`config.mk`:
```
export PLATFORM = sky130hd
export DESIGN_NAME = sm_addsub_pipe
export DESIGN_NICKNAME = d
export VERILOG_FILES = /design/src/rtl/sm_addsub_pipe.sv
export SDC_FILE = /design/constraint.sdc
export NUM_CORES = 1
export LEC_CHECK = 0
export ABC_AREA = 1
export BUFFER_PORTS_ARGS = -buffer_cell sky130_fd_sc_hd__clkbuf_2
export CORE_MARGIN = 2
export CORE_UTILIZATION = 45
export DETAILED_ROUTE_END_ITERATION = 10
export GPL_TIMING_DRIVEN = 0
export MAX_ROUTING_LAYER = met4
export PLACE_DENSITY_LB_ADDON = 0.3
export SLEW_MARGIN = 20
export SYNTH_ARGS = -nofsm -noshare
export SYNTH_HDL_FRONTEND = slang
export SYNTH_SLANG_ARGS = --single-unit
```
`constraint.sdc`:
```
create_clock -name clk -period 3.7 [get_ports clk]
set_clock_uncertainty 0.2 [all_clocks]
set_input_delay 1.11 -clock clk [delete_from_list [all_inputs] [get_ports clk]]
set_output_delay 1.11 -clock clk [all_outputs]
set_load 0.03 [all_outputs]
```
`src/rtl/sm_addsub_pipe.sv`:
```
// Two-stage sign-magnitude adder/subtractor; SM_ADDSUB_ZERO_NORM_EN forces mag=0 results to +0.
// Latency: result valid two edges after input transfer; one transaction per cycle.
// Backpressure: out_ready=0 holds S/OF; up to two transactions buffered, then in_ready drops.
module sm_addsub_pipe #(
  parameter int WIDTH = 4
) (
  input  logic             clk,
  input  logic             rst_n,
  input  logic             in_valid,
  output logic             in_ready,
  input  logic [WIDTH-1:0] A,
  input  logic [WIDTH-1:0] B,
  input  logic             SUB,
  output logic             out_valid,
  input  logic             out_ready,
  output logic [WIDTH-1:0] S,
  output logic             OF,
  output logic             OF_STICKY,
  input  logic             OF_CLR
);

  localparam int MAG_W = WIDTH - 1;

  logic             s_a, s_b, ge;
  logic [MAG_W-1:0] m_a, m_b;

  logic             s1_valid, s2_valid;
  logic             s1_diff, s1_sa, s1_ss;
  logic [MAG_W-1:0] s1_big, s1_small;

  logic             s1_adv, s2_adv;

  logic [MAG_W:0]   sum;
  logic [MAG_W-1:0] s2_mag;
  logic             s2_sign, s2_of;

  assign s_a = A[WIDTH-1];
  assign s_b = B[WIDTH-1] ^ SUB;
  assign m_a = A[MAG_W-1:0];
  assign m_b = B[MAG_W-1:0];
  assign ge  = (m_a >= m_b);

  assign s2_adv    = !s2_valid || out_ready;
  assign s1_adv    = s1_valid && s2_adv;
  assign in_ready  = !s1_valid || s2_adv;
  assign out_valid = s2_valid;

  // Operands are pre-swapped so the subtract path never borrows.
  always_ff @(posedge clk) begin
    if (in_valid && in_ready) begin
      s1_diff  <= s_a ^ s_b;
      s1_sa    <= s_a;
      s1_ss    <= ge ? s_a : s_b;
      s1_big   <= ge ? m_a : m_b;
      s1_small <= ge ? m_b : m_a;
    end
  end

  always_comb begin
    sum     = {1'b0, s1_big} + {1'b0, s1_small};
    s2_mag  = sum[MAG_W-1:0];
    s2_of   = sum[MAG_W];
    s2_sign = s1_sa;
    if (s1_diff) begin
      s2_mag  = s1_big - s1_small;
      s2_of   = 1'b0;
      s2_sign = s1_ss;
    end
`ifdef SM_ADDSUB_ZERO_NORM_EN
    if (s2_mag == '0 && !s2_of) begin
      s2_sign = 1'b0;
    end
`endif
  end

  always_ff @(posedge clk) begin
    if (!rst_n) begin
      s1_valid  <= 1'b0;
      s2_valid  <= 1'b0;
      S         <= '0;
      OF        <= 1'b0;
      OF_STICKY <= 1'b0;
    end else begin
      if (in_ready) begin
        s1_valid <= in_valid;
      end
      if (s2_adv) begin
        s2_valid <= s1_valid;
      end
      if (s1_adv) begin
        S  <= {s2_sign, s2_mag};
        OF <= s2_of;
      end
      // Set has priority over a coincident clear.
      if (s2_valid && out_ready && OF) begin
        OF_STICKY <= 1'b1;
      end else if (OF_CLR) begin
        OF_STICKY <= 1'b0;
      end
    end
  end

endmodule
```
==> impl_metrics.csv <==
group,metric,value,unit
detailed_routing,antenna_left,0,
critical_path,cp.arrival,1560,ps
floorplan,dieArea,0.00254,mm²
layout,num-nets-final,160,
detailed_routing,dr.first_iter.drc_count,7,
grt,grt_max_degree,11,
synth,yosysUniqueCellTypes,17,
critical_path,startpoint_type,"input pin",
floorplan,fp.dieW,50.4,µm
clock_network,clock_sinks,17,
timing,worst_pin_slew,312,ps
detailed_routing,vias,736,
clock_network,clk_latency,280,ps
run,cap_violations,0,
clock_network,clk_pin_slew_worst_paths,90,ps
grt,antenna_found_initial,0,
clock_network,cts_tree,"yes",
synth,synthFlopType,"edfxtp_1",
detailed_routing,routedWlPerCell,8.98,µm
synth,synthCells,110,
synth,post-synth-top-area-cell,"edfxtp_1",
floorplan,io_pins,22,
timing,fmax,348,MHz
synth,netlist_area,968,µm²
detailed_routing,drcViolationCount,0,
grt,grt_pass1_vias,714,
floorplan,start_util,48.4,%
power,p_per_area,386,mW/mm²
critical_path,r2r_slack,2020,ps
grt,grt_pass1_wl,2620,µm
placement,place_congestion,0.841,
placement,hpwl,1210,µm
power,vdd_ir_drop_max,191,µV
grt,grtUsageTotal,13.7,%
clock_network,holdBufCountCts,0,
critical_path,end_kind,"output pin",
synth,synth_edf_count,9,
critical_path,crit_type,"in -> out",
layout,drive_gt1_share,25.9,%
synth,synth_most_common_cell,"nand2_1",
timing,finalSetupViolCount,0,
grt,overflow,0,
timing,finalMaxSlewViolations,0,
timing,fin_tns_setup,0,ps
floorplan,num_rows,16,
synth,async_flop_share,0,%
synth,synth.area.top_cells,"edfxtp_1 28%, dfxtp_1 17%, ha_1 10%",
layout,synthToLayoutAreaGrowth,17.1,%
detailed_routing,wirelength,1450,µm
power,leakage,0.000587,µW
detailed_routing,drtPass1Iterations,4,
status,status,"finished clean",
timing,worst_slack,830,ps
min_path,hold_class,"reg -> reg",
clock_network,cts.htree.levels,1,
timing,slew_headroom,79.2,%
clock_network,cts_setup_buffers,0,
timing,post-route-min-period,2870,ps
layout,nFillCells,198,
synth,synth_common_cells,"24 x nand2_1, 23 x inv_1, 9 x edfxtp_1, 8 x dfxtp_1, 8 x ha_1",
clock_network,post_cts_resized,0,
synth,ys_ff_latch,17,
timing,hold_viol,0,
synth,syn_area_per_cell,8.80,µm²
detailed_routing,viasPerCell,4.54,
layout,antennaDiodeCount,0,
synth,ys_seq_area_share,44.4,%
timing,rsz0062_at_grt,"false",
critical_path,cp_max_fo,3,
placement,pre_cts_slack,830,ps
timing,finalCritPeriodShare,77.6,%
floorplan,die_h,50.4,µm
synth,synth_top_area_share,27.9,%
synth,yosysWarnings,0,
clock_network,cts_buffer_depth,2,
clock_network,cts-buffers-inserted,3,
synth,synthesis.nets,134,
floorplan,core,0.00200,mm²
placement,numPortBuffers,21,
critical_path,cp.required,2390,ps
clock_network,cts-root-buf,"clkbuf_4",
## critical path: stages
cell,delay (ps)
clkbuf_2,90
inv_1,60
nand3_1,100
clkbuf_2,200
## final timing paths
kind | from | end | cells after the start
min reg2reg | OF_STICKY | OF_STICKY | 2
min | OF_STICKY | OF_STICKY | 2
max | out_ready | in_ready | 4
max reg2reg | s1_small[0] | S[1] | 5
## logic make-up (layout without fill, tap and decap cells)
family / Yosys count / count (layout) / synth area share (%)
adder cells (fa/ha/maj): 10 / 10 / 14.5
buffers and inverters: 24 / 49 / 10.1
flip-flops: 17 / 17 / 44.4
AO/OA/AOI/OAI: 16 / 16 / 11.4
AND/OR/NAND/NOR: 41 / 41 / 17.8
XOR/XNOR: 2 / 2 / 1.81
## layout make-up
class | instances | area (µm²) | share of cell area [%]
well taps | 27 | 33.8 | 2.98
repair buffers | 21 | 105 | 9.27
clock buffers | 4 | 26.3 | 2.32
multi-input cells | 69 | 440 | 38.9
inverters | 23 | 86.3 | 7.62
plain buffers | 1 | 11.3 | 0.993
flip-flops and latches | 17 | 430 | 38.0
## flip-flops by register name, summed over array words and instances (netlist names)
register	cells
S	4
s1_big	3
s1_small	3
OF	1
OF_STICKY	1
out_valid	1
s1_diff	1
s1_sa	1
s1_ss	1
s1_valid	1
## layer usage
layer / vias up / part of all wire, % / track usage [%]
met5: - / 0 / -
met4: 0 / 1.7 / 8.56
met3: 4 / 4.3 / 1.79
met2: 20 / 52 / 24.8
met1: 317 / 42 / 13.9
li1: 395 / - / -
## per-stage QoR
| stage | cells | hold WS (ps) | power [µW] | util [%] | area, µm² |
|---|---|---|---|---|---|
| after floorplan | 110 | 303 | 316 | - | 968 |
| after global placement | 158 | 253 | 342 | 55.3 | 1110 |
| after detailed placement | 158 | 256 | 346 | 55.3 | 1110 |
| after CTS | 162 | 270 | 445 | 56.6 | 1130 |
| after global routing | 162 | 317 | 466 | 56.6 | 1130 |
| final | 162 | 268 | 437 | 56.6 | 1130 |
## where the power goes
part	total (µW)	leakage [µW]	internal [µW]	switching, µW
clock	95.3	0.0000150	41.8	53.5
sequential	228	0.000155	219	9.22
combinational	114	0.000417	44.6	69.1
## placed cells by master, fill, tap and decap left out, drive strengths merged
cell type,synthesis,final
o21ai,9,9
fa,2,2
nand3,8,8
nand2,25,25
nor2,7,7
inv,23,23
clkbuf,0,25
buf,1,1
nor3,1,1
a21oi,7,7
dfxtp,8,8
edfxtp,9,9
xnor2,2,2
ha,8,8
(Power assumes the default switching activity.)
